### config.mk
export PLATFORM = sky130hd
export DESIGN_NAME = mem_line_adapter
export DESIGN_NICKNAME = d
export VERILOG_FILES = /design/src/rtl/cache_pkg.sv /design/src/rtl/mem_line_adapter.sv
export SDC_FILE = /design/constraint.sdc
export NUM_CORES = 1
export LEC_CHECK = 0
export CAP_MARGIN = 15
export CORE_UTILIZATION = 30
export CTS_BUF_LIST = sky130_fd_sc_hd__clkbuf_4
export DETAILED_ROUTE_END_ITERATION = 12
export SLEW_MARGIN = 20
export SYNTH_ARGS = -nofsm -noshare
export SYNTH_HDL_FRONTEND = slang
export SYNTH_SLANG_ARGS = --single-unit
### constraint.sdc
create_clock -name clk -period 3.9 [get_ports clk]
set_clock_uncertainty 0.05 [all_clocks]
set_input_delay 0.585 -clock clk [delete_from_list [all_inputs] [get_ports clk]]
set_output_delay 0.585 -clock clk [all_outputs]
set_load 0.05 [all_outputs]
### src/rtl/cache_pkg.sv
// Shared sizes and FSM encodings for the cache memory-side line adapter.
package cache_pkg;

  localparam int ADDR_WIDTH = 28;
  localparam int WORD_WIDTH = 32;
  localparam int LINE_WIDTH = 256;
  localparam int BEATS      = LINE_WIDTH / WORD_WIDTH;
  localparam int BEAT_BITS  = $clog2(BEATS);

  typedef enum logic [1:0] {
    IDLE = 2'b00,
    BEAT = 2'b01,
    RESP = 2'b10
  } state_t;

endpackage

### src/rtl/mem_line_adapter.sv
// Splits cache line read/write requests into eight word-bus beats.
// state | meaning: IDLE wait for mem_valid | BEAT word transfer [beat] | RESP one-cycle mem_ready
module mem_line_adapter #(
  parameter int ADDR_WIDTH = cache_pkg::ADDR_WIDTH,
  parameter int WORD_WIDTH = cache_pkg::WORD_WIDTH,
  parameter int LINE_WIDTH = cache_pkg::LINE_WIDTH
) (
  input  logic                  clk,
  input  logic                  rst_n,
  input  logic [ADDR_WIDTH-1:0] mem_addr,
  input  logic [LINE_WIDTH-1:0] mem_wr,
  input  logic                  mem_rw,
  input  logic                  mem_valid,
  output logic [LINE_WIDTH-1:0] mem_rd,
  output logic                  mem_ready,
  output logic [ADDR_WIDTH-1:0] w_addr,
  output logic [WORD_WIDTH-1:0] w_wdata,
  output logic                  w_rw,
  output logic                  w_valid,
  input  logic [WORD_WIDTH-1:0] w_rdata,
  input  logic                  w_ready
);
  import cache_pkg::*;

  localparam logic [BEAT_BITS-1:0] LAST_BEAT = BEAT_BITS'(BEATS - 1);

  state_t                         state_q, state_d;
  logic [BEAT_BITS-1:0]           beat_q;
  logic [ADDR_WIDTH-BEAT_BITS-1:0] line_addr_q;
  logic                           rw_q;
  logic                           abort_q;
  logic [WORD_WIDTH-1:0]          wr_q   [BEATS];
  logic [WORD_WIDTH-1:0]          line_q [BEATS];
  logic                           beat_done;
  logic                           last_beat;
  logic                           addr_lsb_unused;

  assign beat_done       = (state_q == BEAT) && w_ready;
  assign last_beat       = (beat_q == LAST_BEAT);
  assign addr_lsb_unused = ^mem_addr[BEAT_BITS-1:0];

  always_ff @(posedge clk or negedge rst_n) begin
    if (!rst_n) state_q <= IDLE;
    else        state_q <= state_d;
  end

  // An abort only takes effect once the outstanding beat has handshaken.
  always_comb begin
    state_d = state_q;
    unique case (state_q)
      IDLE: if (mem_valid) state_d = BEAT;
      BEAT: begin
        if (w_ready) begin
          if (abort_q || !mem_valid) state_d = IDLE;
          else if (last_beat)        state_d = RESP;
        end
      end
      RESP:    state_d = IDLE;
      default: state_d = IDLE;
    endcase
  end

  always_ff @(posedge clk or negedge rst_n) begin
    if (!rst_n) begin
      beat_q      <= '0;
      line_addr_q <= '0;
      rw_q        <= 1'b0;
      abort_q     <= 1'b0;
      for (int j = 0; j < BEATS; j++) begin
        wr_q[j]   <= '0;
        line_q[j] <= '0;
      end
    end else begin
      if (state_q == IDLE && mem_valid) begin
        line_addr_q <= mem_addr[ADDR_WIDTH-1:BEAT_BITS];
        rw_q        <= mem_rw;
        beat_q      <= '0;
        abort_q     <= 1'b0;
        for (int j = 0; j < BEATS; j++) wr_q[j] <= mem_wr[j*WORD_WIDTH +: WORD_WIDTH];
      end
      if (state_q == BEAT && !mem_valid) abort_q <= 1'b1;
      if (beat_done) begin
        if (!rw_q)      line_q[beat_q] <= w_rdata;
        if (!last_beat) beat_q <= beat_q + BEAT_BITS'(1);
      end
    end
  end

  always_comb begin
    w_valid   = 1'b0;
    w_addr    = '0;
    w_rw      = 1'b0;
    w_wdata   = '0;
    mem_ready = 1'b0;
    unique case (state_q)
      BEAT: begin
        w_valid = 1'b1;
        w_addr  = {line_addr_q, beat_q};
        w_rw    = rw_q;
        w_wdata = rw_q ? wr_q[beat_q] : '0;
      end
      RESP:    mem_ready = 1'b1;
      default: ;
    endcase
  end

  always_comb begin
    mem_rd = '0;
    for (int j = 0; j < BEATS; j++) mem_rd[j*WORD_WIDTH +: WORD_WIDTH] = line_q[j];
  end

endmodule

======== Yosys cells after proc, flatten, opt, wreduce, memory -nomap -nowiden ========
Cells that the tools add are included.
word-level totals
  word-level logic and storage cells ...... 64
  input port bits ......................... 321
  bits in registers ....................... 544
  output and inout port bits .............. 319
cells by class
  magnitude comparators ................... 2
  add/subtract/negate cells ............... 1
  equality and inequality tests ........... 6
  multiplexer cells ....................... 22
  bitwise gates (word level) .............. 2
  reduce and logical (&&, ||, !) cells .... 10
operators with widths
  cell                                                        number
  bitwise mux 256 bit                                         1
  2-to-1 mux 32 bit                                           5
  binary-select mux 32 bit (select 3 bit)                     1
  demux 32 bit (select 3 bit)                                 1
  2-to-1 mux 28 bit                                           1
  2-to-1 mux 3 bit                                            3
  2-to-1 mux 2 bit                                            4
  2-to-1 mux 1 bit                                            5
  >= comparator 4 bit, second input constant                  1
  logical AND 1 bit                                           4
  less-than comparator 4 x 1 -> 1 bit, second input constant  1
  != test 2 bit, second input constant                        2
  inverter 3 -> 4 bit                                         1
  one-hot mux 2 bit (2 select lines)                          1
  adder 3 x 1 -> 3 bit, second input constant                 1
  == test 3 bit, second input constant                        1
  != test 3 x 2 -> 1 bit, second input constant               1
  AND reduction 3 bit                                         1
  == test 2 x 1 -> 1 bit, second input constant               1
  == test 2 bit, second input constant                        1
  zero test 2 bit                                             1
  AND reduction 2 bit                                         1
  nonzero test 2 bit                                          1
  zero test 1 bit                                             1
  other kinds (2)                                             2

======== Logic depth before layout (Yosys ltp) ========
Gate-level depths: netlist (run 1).
  depth in word-level cells ............... 6
  gate-level depth with buffers ........... 6
  gate-level depth less buffers ........... 5

======== Worst setup path after synthesis (run 1) ========
Ideal clock, no wire load.
  path kind ............................... reg2out
  start point ............................. reg state_q[0]
  end point ............................... out w_addr[18]
  setup slack ............................. 1.418 ns
  cell stages (with the launch flop) ...... 4
  data arrival time ....................... 1.847 ns
  buffers on the path ..................... 1
  required time ........................... 3.265 ns
  cell sequence ........................... dfrtp_1 nor2b_1 clkbuf_1 and2_1
on the way
  longest elaborated chain between the ends .. 2
RTL lines
  element                   RTL line                RTL
  start: declaration        mem_line_adapter.sv:27  state_t state_q, state_d;
  start signal: assignment  mem_line_adapter.sv:44  else state_q <= state_d;
  == test 2 x 1 -> 1 bit    mem_line_adapter.sv:95  unique case (state_q)
  2-to-1 mux 28 bit         mem_line_adapter.sv:95
  end: declaration          mem_line_adapter.sv:16  output logic [ADDR_WIDTH-1:0] w_addr,
No other way between the ends.

======== Worst setup path after layout (run 1) ========
  start point ............................. reg beat_q[1]
  end point ............................... out w_wdata[16]
on the way
  longest elaborated chain between the ends .. 6
RTL lines
  element                                                RTL line                 RTL
  start: declaration                                     mem_line_adapter.sv:28   logic [BEAT_BITS-1:0] beat_q;
  start signal: assignment                               mem_line_adapter.sv:84   if (!last_beat) beat_q <= beat_q + BEAT_BITS'(1);
  inverter 3 -> 4 bit (implied by the code)              mem_line_adapter.sv:100  w_wdata = rw_q ? wr_q[beat_q] : '0;
  binary-select mux 32 bit (select 3 bit)                mem_line_adapter.sv:100
  2-to-1 mux 32 bit (implied by the code) (2 in series)  mem_line_adapter.sv:100
  2-to-1 mux 32 bit                                      mem_line_adapter.sv:100
  2-to-1 mux 32 bit                                      mem_line_adapter.sv:95
  end: declaration                                       mem_line_adapter.sv:17   output logic [WORD_WIDTH-1:0] w_wdata,
No other way between the ends. The select of a mux whose other input is x is not followed.

==> results of run 1 <==
kinds of logic (layout without fill, tap and decap cells):
family	after synthesis	after routing	synth area share [%]
buffers and inverters	126	1020	3.05
AND/OR/NAND/NOR	906	906	16.0
AO/OA/AOI/OAI	102	102	2.94
adder cells (fa/ha/maj)	2	2	0.110
other	0	8	0
flip-flops	544	544	59.6
multiplexers	385	385	18.3
metrics by stage:
stage | area, µm² | worst slack (ps)
final | 33400 | 124
after floorplan | 22800 | 1420
after CTS | 33400 | 3.68
after detailed placement | 30700 | 736
after global routing | 33400 | -22.9
after global placement | 30700 | 799
how the worst max path moves through the flow:
| stage | slack [ps] | endpoint | depth (start not counted) | from |
|---|---|---|---|---|
| after floorplan | 1420 | w_addr[18] | 3 | state_q[0]$_DFFE_PN0P_ |
| after global placement | 800 | mem_rd[34]$_DFFE_PN0P_ | 5 | w_ready |
| after detailed placement | 740 | mem_rd[50]$_DFFE_PN0P_ | 5 | w_ready |
| after CTS | 4 | w_wdata[16] | 5 | beat_q[1]$_DFF_PN0_ |
| after global routing | -20 | w_valid | 3 | state_q[0]$_DFFE_PN0P_ |
| final | 120 | w_wdata[16] | 5 | beat_q[1]$_DFF_PN0_ |
metal layers:
layer  vias up  track usage [%]  part of all wire, %
li1       8457                -                    -
met1      8885             22.0                   38
met2       710             34.4                   50
met3       136             7.91                  9.0
met4        28             7.81                  3.1
met5         -                0                 0.23
critical path: cells and delay by family, from the launching register on:
family	cells	cell delay, ps
compound gates	2	920
buf+inv	2	360
flops	1	560
simple gates	1	340
power by group through the flow:
stage / logic (mW) / clock network (mW) / registers [mW]
6_report: 11.7 / 5.29 / 8.49
5_1_grt: 12.3 / 5.83 / 8.72
4_1_cts: 11.8 / 5.49 / 8.50
3_5_place_dp: 11.7 / 0 / 8.63
3_3_place_gp: 11.6 / 0 / 8.52
2_1_floorplan: 4.05 / 0 / 11.6
layout make-up:
cell class                      instances  area, µm²  area share, %
Timing Repair Buffer                  757       8020           24.0
Sequential cell                       544      13600           40.8
Tap cell                              969       1210           3.63
Clock buffer                          215       1610           4.83
Multi-Input combinational cell       1395       8570           25.7
Antenna cell                            8       20.0         0.0600
Clock inverter                         48        328          0.982
placed cells by master, fill, tap and decap left out, types with 3 or more instances in the layout:
cell,netlist,routed
o22ai_2,0,3
mux2_1,23,23
o22ai_1,64,61
nand2_1,854,853
nor2_1,3,3
clkbuf_4,0,215
buf_12,0,54
and2_1,29,28
clkdlybuf4s50_1,0,577
bufinv_16,0,3
dfrtp_1,544,543
diode_2,0,8
clkinv_2,0,9
mux2i_1,129,129
buf_4,24,27
o21ai_0,5,5
dlygate4sd2_1,0,25
inv_6,0,5
mux2_2,232,232
o21a_1,32,32
nor3_4,3,4
dlygate4sd3_1,0,73
clkinv_1,0,24
synth_stat cells:
cell / n / area share, %
a21oi_1: 1 / 0.022
and2_1: 29 / 0.79
and4bb_4: 1 / 0.071
buf_1: 4 / 0.066
buf_2: 39 / 0.85
buf_4: 24 / 0.79
buf_6: 10 / 0.49
clkbuf_1: 48 / 0.79
clkbuf_8: 1 / 0.060
dfrtp_1: 544 / 60
ha_1: 2 / 0.11
mux2_1: 23 / 1.1
mux2_2: 232 / 11
mux2_4: 1 / 0.066
mux2i_1: 129 / 5.7
nand2_1: 854 / 14
nand2b_1: 2 / 0.055
nand3_2: 1 / 0.044
nand4_4: 1 / 0.093
nand4b_4: 2 / 0.21
nand4bb_4: 1 / 0.12
nor2_1: 3 / 0.049
nor2b_1: 3 / 0.082
nor3_1: 1 / 0.022
nor3_2: 1 / 0.044
nor3_4: 3 / 0.21
nor3b_1: 1 / 0.033
nor4bb_1: 1 / 0.044
o21a_1: 32 / 1.1
o21ai_0: 5 / 0.11
o22ai_1: 64 / 1.8
or2_1: 1 / 0.027
or3b_2: 1 / 0.038
registers in the layout, indices dropped and copies added, names as in the netlist:
| name | count |
|---|---|
| abort_q | 1 |
| state_q | 2 |
| mem_rd | 256 |
| rw_q | 1 |
| line_addr_q | 25 |
| beat_q | 3 |
| wr_q | 256 |
timing repair:
action	4_1_cts	5_1_grt
setup buffers	1	0
hold buffers	73	0
resized for setup	31	0
setup endpoints to repair	46	0
endpoints found under the hold margin	145	0
==> impl_metrics.json, run 1 <==
{
  "outcome": "finished clean",
  "die_width_um": 278,
  "endpoint_kind": "output port",
  "synth-seq-cells": 544,
  "crit_path_max_fanout": 31,
  "p_switching_mw": 10.9,
  "nNetsFinal": 3170,
  "chipHeight_um": 278,
  "pwr-share-clk_pct": 20.8,
  "drt_iter0_drc": 726,
  "worstHoldStart": "mem_wr[18]",
  "arrival_ps": 3140,
  "layout-drive-gt1-share_pct": 19.5,
  "synth_nets": 2388,
  "cpMostUsedCell": "buf_12",
  "yosysSeqAreaShare_pct": 59.6,
  "netlist_instances": 2065,
  "finalHoldViolCount": 0,
  "grt_usage_pct": 20.0,
  "clock_tree.root_cell": "clkbuf_4",
  "wl_per_cell_um": 19.7,
  "grt_pass1_vias": 19666,
  "hold_depth": 3,
  "area_growth_pct": 46.2,
  "clkTransAtPathRegs_ps": 70,
  "seq_power_share_pct": 33.4,
  "holdWs_ps": 124,
  "period_share_pct": 96.8,
  "worst-r2r-setup-slack_ps": 1330,
  "p_leak_nw": 16.1,
  "post-route-min-period_ps": 3780,
  "finalSetupViolCount": 0,
  "start_kind": "register",
  "fillers": 7105,
  "swShare_pct": 42.8,
  "crit_type": "register to output port",
  "worst_ir_drop_vdd_mv": 0.320,
  "final-max-slew-violation-count": 0,
  "cts_tree": "built",
  "io_pins": 640,
  "crit_chain": "nand2b_2 -> buf_12 -> o22ai_1 -> o21a_1 -> buf_12",
  "clock_sinks": 544,
  "viasPerCell": 4.63,
  "drtPass1Iterations": 5,
  "core-area_um2": 74800,
  "start_util_pct": 30.5,
  "utilization_pct": 44.6,
  "timing.fmax_mhz": 265,
  "grt_antenna_before_repair": 22,
  "holdPathEnd": "wr_q[242]$_DFFE_PN0P_",
  "dp_cells": 3591,
  "drv_cap": 0,
  "p_per_area_nw_per_um2": 763,
  "r2r-end": "mem_rd[8]$_DFFE_PN0P_",
  "clk_path_buf_depth": 3,
  "antenna_left": 0,
  "routabilityCongestion": 0.845,
  "synthDistinctLibCells": 33,
  "route.detailed.drc": 0,
  "tightest_slew_ps": 756,
  "insertion_delay_ps": 930,
  "dr_total_vias": 18216,
  "synthesis.area_um2": 22800,
  "internal-power_mw": 14.6,
  "reg2reg_depth": 5,
  "htree_levels": 4,
  "grt_overflow": 0,
  "cpMaxStageDelayCell": "o22ai_1",
  "hold_path_class": "input port to register",
  "power_mw": 25.5,
  "cpPeakStageDelay_ps": 620,
  "grt_pass1_wl_mm": 117,
  "die-area_um2": 77200,
  "setup_tns_ps": 0,
  "rows": 100,
  "grt_start_max_net_pins": 93,
  "max_slew_margin_pct": 48.9,
  "place_hpwl_mm": 54.9,
  "syn_avg_cell_area_um2": 11.1,
  "pwr-share-comb_pct": 45.9,
  "yosys_warnings": 0,
  "layout.cells.non_filler": 3936,
  "r2r-start": "beat_q[1]$_DFF_PN0_",
  "cp.required_ps": 3260,
  "port_buffers": 636,
  "numCtsBuffers": 149,
  "wl_mm": 77.5
}
Note: power is estimated with default switching activity, not from simulation.
==> run 2, diff against run 1 <==
PLACE_DENSITY = 0.51   (was unset)
==> run 2 against run 1 <==
Against the previous run:
- wire length up 3.4%
- non-clock buffer count rose by 22
- first-iteration DRC count is 12% lower
- critical path depth is the same
- setup slack gained 110 ps
- sequential power about the same
- largest cell class unchanged
- worst hold slack improved by 6.6 ps
- critical path type unchanged
- die area is the same
- total power shrank 0.41%
- maximum frequency increased by 3.1%
- sequential cell count unchanged
==> impl_metrics.json, run 2 (synthesis results as in run 1) <==
{
  "area_growth_pct": 46.8,
  "power_mw": 25.4,
  "hold_depth": 3,
  "crit_path_max_fanout": 15,
  "numCtsBuffers": 157,
  "tightest_slew_ps": 941,
  "r2r-end": "beat_q[2]$_DFF_PN0_",
  "p_leak_nw": 16.0,
  "final_common_cell": "nand2_1",
  "grt_usage_pct": 20.8,
  "dp_cells": 3588,
  "io_pins": 640,
  "finalHoldViolCount": 0,
  "layout.cells.non_filler": 3960,
  "endpoint_kind": "output port",
  "crit_buf_inv": 2,
  "die-area_um2": 77200,
  "max_slew_margin_pct": 37.2,
  "finalSetupViolCount": 0,
  "clock_tree.root_cell": "clkbuf_4",
  "layout-drive-gt1-share_pct": 19.4,
  "holdPathEnd": "wr_q[225]$_DFFE_PN0P_",
  "worst-r2r-setup-slack_ps": 1500,
  "grt_antenna_before_repair": 22,
  "rows": 100,
  "drtPass1Iterations": 5,
  "period_share_pct": 93.9,
  "viasPerCell": 4.58,
  "hold_path_class": "input port to register",
  "layout_common_cells": "nand2_1 (853), clkdlybuf4s50_1 (601), dfrtp_1 (540)",
  "drt_iter0_drc": 638,
  "cp.required_ps": 3260,
  "worstHoldStart": "mem_wr[1]",
  "post-route-min-period_ps": 3660,
  "crit_type": "register to output port",
  "drv_cap": 0,
  "clk_path_buf_depth": 3,
  "port_buffers": 636,
  "antenna_left": 0,
  "p_per_area_nw_per_um2": 757,
  "place_hpwl_mm": 56.9,
  "dr_total_vias": 18140,
  "start_kind": "register",
  "clkTransAtPathRegs_ps": 60,
  "timing.fmax_mhz": 273,
  "clock_sinks": 544,
  "nNetsFinal": 3200,
  "reg2reg_depth": 5,
  "chipHeight_um": 278,
  "route.detailed.drc": 0,
  "arrival_ps": 3030,
  "cts_tree": "built",
  "cpMaxStageDelayCell": "dfrtp_4",
  "crit_family": "compound AO/OA/AOI/OAI gates",
  "timing.final.ws_setup_ps": 238,
  "outcome": "finished clean",
  "die_width_um": 278,
  "final-max-slew-violation-count": 0,
  "wl_mm": 80.1,
  "crit_chain": "buf_4 -> mux2i_1 -> o22ai_1 -> o21a_1 -> buf_12",
  "core-area_um2": 74800,
  "grt_pass1_wl_mm": 121,
  "grt_pass1_vias": 19309,
  "routabilityCongestion": 0.828,
  "r2r-start": "beat_q[0]$_DFF_PN0_",
  "rsz0062_at_grt": "no",
  "worst_ir_drop_vdd_mv": 0.300,
  "cpPeakStageDelay_ps": 650,
  "pre_cts_slack_ps": 828,
  "grt_overflow": 0,
  "insertion_delay_ps": 950,
  "wl_per_cell_um": 20.2,
  "htree_levels": 4,
  "start_util_pct": 30.5,
  "grt_start_max_net_pins": 118
}
## run 2: changes by cell type in the layout (fill, tap and decap cells not counted), sizes merged
| cell | change |
|---|---|
| inv | -1 |
| clkbuf | +12 |
| bufinv | -3 |
| dlygate4sd2 | -24 |
| clkinvlp | +1 |
| dlygate4sd3 | +25 |
| clkinv | -7 |
| buf | -3 |
| clkdlybuf4s50 | +24 |
## run 2: layout make-up
| type | count | area (µm²) |
|---|---|---|
| Multi-Input combinational cell | 1395 | 8560 |
| Clock buffer | 227 | 1700 |
| Antenna cell | 8 | 20.0 |
| Sequential cell | 544 | 13600 |
| Tap cell | 969 | 1210 |
| Fill cell | 7172 | 41300 |
| Clock inverter | 38 | 221 |
| Timing Repair Buffer | 779 | 8170 |
## run 2: stage by stage
stage          instance area [µm²]  hold WS [ps]  utilization (%)  setup TNS, ps
2_1_floorplan                22800           239                -              0
3_3_place_gp                 30500           400             40.8              0
3_5_place_dp                 30500           404             40.8              0
4_1_cts                      33500        0.0108             44.8           -158
5_1_grt                      33500          28.4             44.8              0
6_report                     33500           130             44.8              0
## run 2: report_power, final
| part | switching, mW | internal (mW) | total [mW] |
|---|---|---|---|
| Clock | 2.51 | 2.69 | 5.20 |
| Sequential | 1.02 | 7.44 | 8.46 |
| Combinational | 7.35 | 4.35 | 11.7 |
| Total | 10.9 | 14.5 | 25.4 |
## run 2: worst max-delay path by stage
stage	start	to	slack, ps	cells after the start
floorplan	state_q[0]$_DFFE_PN0P_	w_addr[18]	1420	3
global placement	w_ready	mem_rd[56]$_DFFE_PN0P_	880	5
detailed placement	w_ready	mem_rd[56]$_DFFE_PN0P_	830	5
CTS	beat_q[1]$_DFF_PN0_	w_wdata[24]	-80	5
global route	state_q[0]$_DFFE_PN0P_	w_wdata[17]	50	6
finish	beat_q[0]$_DFF_PN0_	w_wdata[15]	240	5
## run 2: worst min-delay path, cell delays in order
cell and delay, ps:
clkdlybuf4s50_1 400, nand2_1 60, nand2_1 40
## run 2: metal layers
| layer | global-route usage [%] | vias to the layer above | share of wire [%] |
|---|---|---|---|
| li1 | - | 8531 | - |
| met1 | 24.4 | 8871 | 40 |
| met2 | 35.0 | 590 | 49 |
| met3 | 8.66 | 122 | 8.8 |
| met4 | 5.57 | 26 | 1.5 |
| met5 | 0 | - | 0.23 |
## run 2: what timing repair did
action	CTS	global route
setup endpoints to repair	32	16
hold endpoints to repair	191	0
setup buffers	1	0
resized for setup	6	3
pin swaps	0	0
hold buffers	98	0
